`config.mk`:
```
export PLATFORM = sky130hd
export DESIGN_NAME = flb_sar_ctrl_flat
export DESIGN_NICKNAME = d
export VERILOG_FILES = /design/src/rtl/flb_sar_ctrl_if.sv /design/src/rtl/flb_sar_ctrl.sv /design/src/flat_wrapper.sv
export SDC_FILE = /design/constraint.sdc
export NUM_CORES = 1
export LEC_CHECK = 0
export CAP_MARGIN = 5
export CORE_UTILIZATION = 30
export CTS_CLUSTER_DIAMETER = 30
export DETAILED_ROUTE_END_ITERATION = 12
export PLACE_DENSITY = 0.58
export SLEW_MARGIN = 10
export SYNTH_ARGS = -nofsm -noshare
export SYNTH_HDL_FRONTEND = slang
export SYNTH_SLANG_ARGS = --single-unit
```
`constraint.sdc`:
```
create_clock -name clk -period 4.4 [get_ports clk]
set_input_delay 0.66 -clock clk [delete_from_list [all_inputs] [get_ports clk]]
set_output_delay 0.66 -clock clk [all_outputs]
set_load 0.01 [all_outputs]
```
`src/rtl/flb_sar_ctrl_if.sv`:
```
// flb_sar_ctrl_if: measurement handshake and decoder code bus between the SAR controller and DCO side
interface flb_sar_ctrl_if #(
  parameter int BAND_W = 8,
  parameter int MTRX_W = 8
);
  logic              meas_start;
  logic              meas_done;
  logic              meas_fast;
  logic [BAND_W-1:0] s_band;
  logic [MTRX_W-1:0] s_mtrx;
  modport master (output meas_start, s_band, s_mtrx, input meas_done, meas_fast);
  modport slave  (input meas_start, s_band, s_mtrx, output meas_done, meas_fast);
endinterface

```
`src/rtl/flb_sar_ctrl.sv`:
```
// flb_sar_ctrl: SAR frequency-lock controller (band then matrix code); FLB_TRACK_EN adds post-lock matrix tracking
module flb_sar_ctrl #(
  parameter int BAND_W      = 8,
  parameter int MTRX_W      = 8,
  parameter int SETTLE_CYC  = 4,
  parameter int TIMEOUT_CYC = 1024
) (
  input  logic            clk,
  input  logic            csr_flb_rst_n,
  input  logic            csr_flb_start,
  flb_sar_ctrl_if.master  bus,
  output logic            flb_busy,
  output logic            flb_lock,
  output logic            flb_err
);
  localparam int MAXW = BAND_W > MTRX_W ? BAND_W : MTRX_W;
  localparam int IW   = MAXW > 1 ? $clog2(MAXW) : 1;
  localparam int MAXC = TIMEOUT_CYC > SETTLE_CYC ? TIMEOUT_CYC : SETTLE_CYC;
  localparam int CW   = $clog2(MAXC + 1);
  localparam logic [2:0] IDLE   = 3'd0;
  localparam logic [2:0] TRIAL  = 3'd1;
  localparam logic [2:0] SETTLE = 3'd2;
  localparam logic [2:0] MEAS   = 3'd3;
  localparam logic [2:0] WAIT   = 3'd4;
  localparam logic [2:0] DECIDE = 3'd5;
  localparam logic [2:0] DONE   = 3'd6;
`ifdef FLB_TRACK_EN
  localparam logic [2:0] ADJUST = 3'd7;
`endif

  logic [2:0]        state_q, state_d;
  logic [BAND_W-1:0] band_q, band_d;
  logic [MTRX_W-1:0] mtrx_q, mtrx_d;
  logic [IW-1:0]     idx_q, idx_d;
  logic [CW-1:0]     cnt_q, cnt_d;
  logic              phase_q, phase_d;
  logic              fast_q, fast_d;
  logic              busy_q, busy_d;
  logic              lock_q, lock_d;
  logic              err_q, err_d;
  logic              start_ok;
`ifdef FLB_TRACK_EN
  logic              track_q, track_d;
  assign start_ok = state_q == IDLE || state_q == DONE || track_q;
`else
  assign start_ok = state_q == IDLE || state_q == DONE;
`endif

  assign bus.meas_start = state_q == MEAS;
  assign bus.s_band     = band_q;
  assign bus.s_mtrx     = mtrx_q;
  assign flb_busy       = busy_q;
  assign flb_lock       = lock_q;
  assign flb_err        = err_q;

  // next-state: start handling, SAR bit trial/decide sequencing, measurement wait with timeout
  always_comb begin
    state_d = state_q;
    band_d  = band_q;
    mtrx_d  = mtrx_q;
    idx_d   = idx_q;
    cnt_d   = cnt_q;
    phase_d = phase_q;
    fast_d  = fast_q;
    busy_d  = busy_q;
    lock_d  = lock_q;
    err_d   = err_q;
`ifdef FLB_TRACK_EN
    track_d = track_q;
`endif
    if (start_ok && csr_flb_start) begin
      state_d = TRIAL;
      busy_d  = 1'b1;
      lock_d  = 1'b0;
      err_d   = 1'b0;
      phase_d = 1'b0;
      idx_d   = IW'(BAND_W - 1);
      band_d  = '0;
      mtrx_d  = MTRX_W'(1) << (MTRX_W - 1);
`ifdef FLB_TRACK_EN
      track_d = 1'b0;
`endif
    end else begin
      case (state_q)
        TRIAL: begin
          if (phase_q) mtrx_d[idx_q] = 1'b1;
          else band_d[idx_q] = 1'b1;
          cnt_d   = '0;
          state_d = SETTLE;
        end
        SETTLE: begin
          cnt_d   = cnt_q + CW'(1);
          state_d = cnt_q == CW'(SETTLE_CYC - 1) ? MEAS : SETTLE;
        end
        MEAS: begin
          cnt_d   = '0;
          state_d = WAIT;
        end
        WAIT: begin
          if (bus.meas_done) begin
            fast_d  = bus.meas_fast;
`ifdef FLB_TRACK_EN
            state_d = track_q ? ADJUST : DECIDE;
`else
            state_d = DECIDE;
`endif
          end else if (cnt_q == CW'(TIMEOUT_CYC - 1)) begin
            err_d   = 1'b1;
            lock_d  = 1'b0;
            busy_d  = 1'b0;
            state_d = DONE;
`ifdef FLB_TRACK_EN
            track_d = 1'b0;
`endif
          end else begin
            cnt_d = cnt_q + CW'(1);
          end
        end
        DECIDE: begin
          if (!fast_q && phase_q) mtrx_d[idx_q] = 1'b0;
          if (!fast_q && !phase_q) band_d[idx_q] = 1'b0;
          if (idx_q != '0) begin
            idx_d   = idx_q - IW'(1);
            state_d = TRIAL;
          end else if (!phase_q) begin
            phase_d = 1'b1;
            mtrx_d  = '0;
            idx_d   = IW'(MTRX_W - 1);
            state_d = TRIAL;
          end else begin
            lock_d  = 1'b1;
            busy_d  = 1'b0;
`ifdef FLB_TRACK_EN
            track_d = 1'b1;
            cnt_d   = '0;
            state_d = SETTLE;
`else
            state_d = DONE;
`endif
          end
        end
`ifdef FLB_TRACK_EN
        ADJUST: begin
          mtrx_d  = fast_q ? (&mtrx_q ? mtrx_q : mtrx_q + MTRX_W'(1))
                           : (|mtrx_q ? mtrx_q - MTRX_W'(1) : mtrx_q);
          cnt_d   = '0;
          state_d = SETTLE;
        end
`endif
        default: ;
      endcase
    end
  end

  // state registers with synchronous active-low reset
  always_ff @(posedge clk) begin
    if (!csr_flb_rst_n) begin
      state_q <= IDLE;
      band_q  <= '0;
      mtrx_q  <= '0;
      idx_q   <= '0;
      cnt_q   <= '0;
      phase_q <= 1'b0;
      fast_q  <= 1'b0;
      busy_q  <= 1'b0;
      lock_q  <= 1'b0;
      err_q   <= 1'b0;
`ifdef FLB_TRACK_EN
      track_q <= 1'b0;
`endif
    end else begin
      state_q <= state_d;
      band_q  <= band_d;
      mtrx_q  <= mtrx_d;
      idx_q   <= idx_d;
      cnt_q   <= cnt_d;
      phase_q <= phase_d;
      fast_q  <= fast_d;
      busy_q  <= busy_d;
      lock_q  <= lock_d;
      err_q   <= err_d;
`ifdef FLB_TRACK_EN
      track_q <= track_d;
`endif
    end
  end
endmodule

```
`src/flat_wrapper.sv`:
```
// flat-port wrapper written by rule: the top's interface ports become plain ports
module flb_sar_ctrl_flat 
#(
  parameter int BAND_W      = 8,
  parameter int MTRX_W      = 8,
  parameter int SETTLE_CYC  = 4,
  parameter int TIMEOUT_CYC = 1024
)
  (clk, csr_flb_rst_n, csr_flb_start, flb_busy, flb_lock, flb_err, bus_meas_start, bus_s_band, bus_s_mtrx, bus_meas_done, bus_meas_fast);
  flb_sar_ctrl_if #(.BAND_W(BAND_W), .MTRX_W(MTRX_W)) bus_i ();
  input  logic clk;
  input  logic csr_flb_rst_n;
  input  logic csr_flb_start;
  output logic flb_busy;
  output logic flb_lock;
  output logic flb_err;
  output wire logic [$bits(bus_i.meas_start)-1:0] bus_meas_start;
  output wire logic [$bits(bus_i.s_band)-1:0] bus_s_band;
  output wire logic [$bits(bus_i.s_mtrx)-1:0] bus_s_mtrx;
  input wire logic [$bits(bus_i.meas_done)-1:0] bus_meas_done;
  input wire logic [$bits(bus_i.meas_fast)-1:0] bus_meas_fast;
  assign bus_meas_start = bus_i.meas_start;
  assign bus_s_band = bus_i.s_band;
  assign bus_s_mtrx = bus_i.s_mtrx;
  assign bus_i.meas_done = bus_meas_done;
  assign bus_i.meas_fast = bus_meas_fast;
  flb_sar_ctrl #(.BAND_W(BAND_W), .MTRX_W(MTRX_W), .SETTLE_CYC(SETTLE_CYC), .TIMEOUT_CYC(TIMEOUT_CYC)) u_core (.clk(clk), .csr_flb_rst_n(csr_flb_rst_n), .csr_flb_start(csr_flb_start), .bus(bus_i), .flb_busy(flb_busy), .flb_lock(flb_lock), .flb_err(flb_err));
endmodule
```
==> run_results.csv <==
group,metric,value,unit
cells_and_area,drive_gt1_frac,0.0672,
synthesis,postSynthNetCount,258,
cells_and_area,most_common_library_cell_in_the_layout_ignoring_fill_and_taps,"dfxtp_1",
clocking,cts_setup_buffers,0,
setup_path,worst_setup_path_endpoint,"bus_meas_start",
place,dpl_wire_length,3540,µm
pwr,total_power,0.759,mW
setup_path,reg2reg_to,"u_core.bus.s_mtrx[5]$_SDFFE_PP0P_",
job,max_cap_viol_count,0,
route,route.detailed.vias_per_inst,5.48,
sta,maxSlewViolCount,0,
sta,fin_worst_skew,0.00838,ns
clocking,clk-insertion-delay-late,0.29,ns
route,detail_route.drc_violations,0,
sta,layout_worst_path_cycle_share,0.611,
clocking,cts_made_buffers,5,
route,vias,1891,
setup_path,worst_r2r_startpoint,"u_core.state_q[1]$_SDFFE_PP0P_",
clocking,root_buffer,"clkbuf_8",
place,placed_cells,337,
setup_path,worstSetupStartpointType,"register",
floorplanning,design.portCount,25,
cells_and_area,final_cells,345,
synthesis,synth_area_per_cell,8.25,µm²
floorplanning,design.core.area,6490,µm²
synthesis,async_reset_ff_frac,0,
setup_path,timing_worst_setup_path_type,"register to primary output",
sta,timing.max_slew.rel_slack,0.303,
pwr,power.density,313,nW/µm²
synthesis,synth_cell_type_count,50,
cells_and_area,final_core_util,0.374,
synthesis,syn_inst,250,
setup_path,crit_buf_inv,1,
global_routing,grt_overflow,0,
synthesis,synth_top_cells_by_area,"dfxtp_1, mux2i_1, a21oi_1",
floorplanning,rows,29,
setup_path,critPathLaunch,"u_core.state_q[0]$_SDFFE_PN0P_",
global_routing,groute.usage.overall,0.149,
setup_path,regToRegSetupSlack,2.11,ns
floorplanning,chipHeight,84.9,µm
synthesis,netlist_area,2060,µm²
clocking,clock_tree.buffer_depth,2,
setup_path,worst_path_largest_cell_delay,0.67,ns
route,firstDrtPassIters,4,
global_routing,wire_length_of_the_first_global_routing_pass,8670,µm
sta,setup_viol,0,
setup_path,critical_path.cell_chain,"nor2b_1 -> and2_1 -> clkdlybuf4s50_1",
global_routing,grt_pass1_vias,1754,
outcome,status,"complete, no violations",
sta,setup_tns,0,ns
setup_path,worstPathMaxFanout,16,
floorplanning,die_area,7210,µm²
floorplanning,die_w,84.9,µm
sta,max_clock_freq,372,MHz
setup_path,reg2regPathDepth,4,
setup_path,critPathSlowestCell,"dfxtp_1",
pwr,ir_drop,0.178,mV
synthesis,synth_seq_area_share,0.369,
setup_path,cp_num_cells,3,
synthesis,synth_top_area_frac,0.369,
route,antenna_violating_nets_post_route,0,
setup_path,timing.critical_path.arrival,2.03,ns
route,routed_wire_length_per_instance,14.2,µm
synthesis,synth.ff_latch_count,38,
setup_path,critPathRequiredTime,3.74,ns
worst_hold_path,worstHoldPathType,"register to register",
floorplanning,initial_core_util,0.317,
pwr,cellLeakagePower,0.882,nW
cells_and_area,syn2layout_area_growth,17.7,%
cells_and_area,commonest_cells_after_routing_fill_and_taps_aside,"dfxtp_1, clkdlybuf4s50_1, a21oi_1",
setup_path,crit_path_end_kind,"primary output",
setup_path,largest_delay_share_family_worst_path,"flip-flops",
clocking,path_clk_slew,0.07,ns
sta,period_minus_slack,2.69,ns
clocking,cts_tree,"built",
global_routing,grt_max_degree,21,
synthesis,synth_warnings,0,
synthesis,synth_top_cell_by_area,"dfxtp_1",
place,portBuffers,24,
place,place.gp.congestion,0.808,
clocking,clock-sinks,38,
route,drt-total-wl,4910,µm
cells_and_area,antenna_cells,0,
synthesis,synthFlopType,"dfxtp_1",
clocking,cts-hold-fix-buffers,0,
sta,hold_slack,0.482,ns
global_routing,grt_antenna_before_repair,0,
route,violation_count_after_the_first_detailed_route_iteration,108,
synthesis,synth_edf_count,0,
cells_and_area,final_nets,275,
sta,rsz0062_at_grt,"no",
clocking,cts_repair_resize_count,0,
clocking,cts_max_level,2,
sta,worst_pin_slew,1.03,ns
sta,finalHoldViolations,0,
## area by class of cell
cell class | count | area [µm²]
inverters | 8 | 30.0
clock buffers | 6 | 82.6
well taps | 77 | 96.3
multi-input cells | 190 | 1200
repair buffers | 24 | 240
clock inverters | 2 | 12.5
fillers | 654 | 4070
flip-flops and latches | 38 | 761
## per-layer routing
metal	wire length, µm	share of wire	track usage
met1	2560	0.52	0.216
met2	2130	0.43	0.220
met3	148	0.030	0.0272
met4	77	0.016	0.0539
met5	0	0	0
## cell usage after synthesis, drive strengths merged, types with 6 or more instances
cell	instances
buf	7
dfxtp	38
a31oi	9
nor3	14
a21oi	21
mux2i	12
nor2	21
nand3	15
clkbuf	7
and3b	6
nand2	20
inv	8
o21ai	7
## where the power goes
part           internal [mW]  leakage, nW  switching (mW)
sequential             0.356        0.308          0.0270
clock                  0.126       0.0472           0.128
combinational         0.0537        0.527          0.0683
## per-stage QoR
stage / setup slack (ns) / instance area [µm²]
after floorplan: 2.65 / 2060
after global placement: 1.84 / 2330
after detailed placement: 1.84 / 2330
after CTS: 1.70 / 2430
after global routing: 1.62 / 2430
final: 1.71 / 2430
## kinds of logic (layout without fill, tap and decap cells)
family | after synthesis | count (layout) | share of synthesized area
AO/OA/AOI/OAI | 56 | 56 | 0.174
XOR/XNOR | 1 | 1 | 0.00425
adder cells (fa/ha/maj) | 3 | 3 | 0.0182
buffers and inverters | 22 | 40 | 0.0467
flip-flops | 38 | 38 | 0.369
multiplexers | 13 | 13 | 0.0637
AND/OR/NAND/NOR | 117 | 117 | 0.325
## worst register-to-register path, cell delays in order (launching register included)
cell,delay [ns]
dfxtp_1,0.74
xor2_1,0.16
or3b_2,0.56
nand2_1,0.56
nor3_1,0.15
## worst min-delay path by stage
stage	slack [ns]	endpoint	start	cells past startpoint
5_1_grt	0.51	u_core.flb_lock$_SDFFE_PP0P_	u_core.flb_lock$_SDFFE_PP0P_	2
3_3_place_gp	0.48	u_core.flb_lock$_SDFFE_PP0P_	u_core.flb_lock$_SDFFE_PP0P_	2
6_report	0.48	u_core.flb_lock$_SDFFE_PP0P_	u_core.flb_lock$_SDFFE_PP0P_	2
3_5_place_dp	0.48	u_core.flb_lock$_SDFFE_PP0P_	u_core.flb_lock$_SDFFE_PP0P_	2
4_1_cts	0.49	u_core.flb_lock$_SDFFE_PP0P_	u_core.flb_lock$_SDFFE_PP0P_	2
2_1_floorplan	0.46	u_core.cnt_q[7]$_SDFFE_PN0P_	u_core.cnt_q[7]$_SDFFE_PN0P_	2
Power figures use the tool's default switching activity.
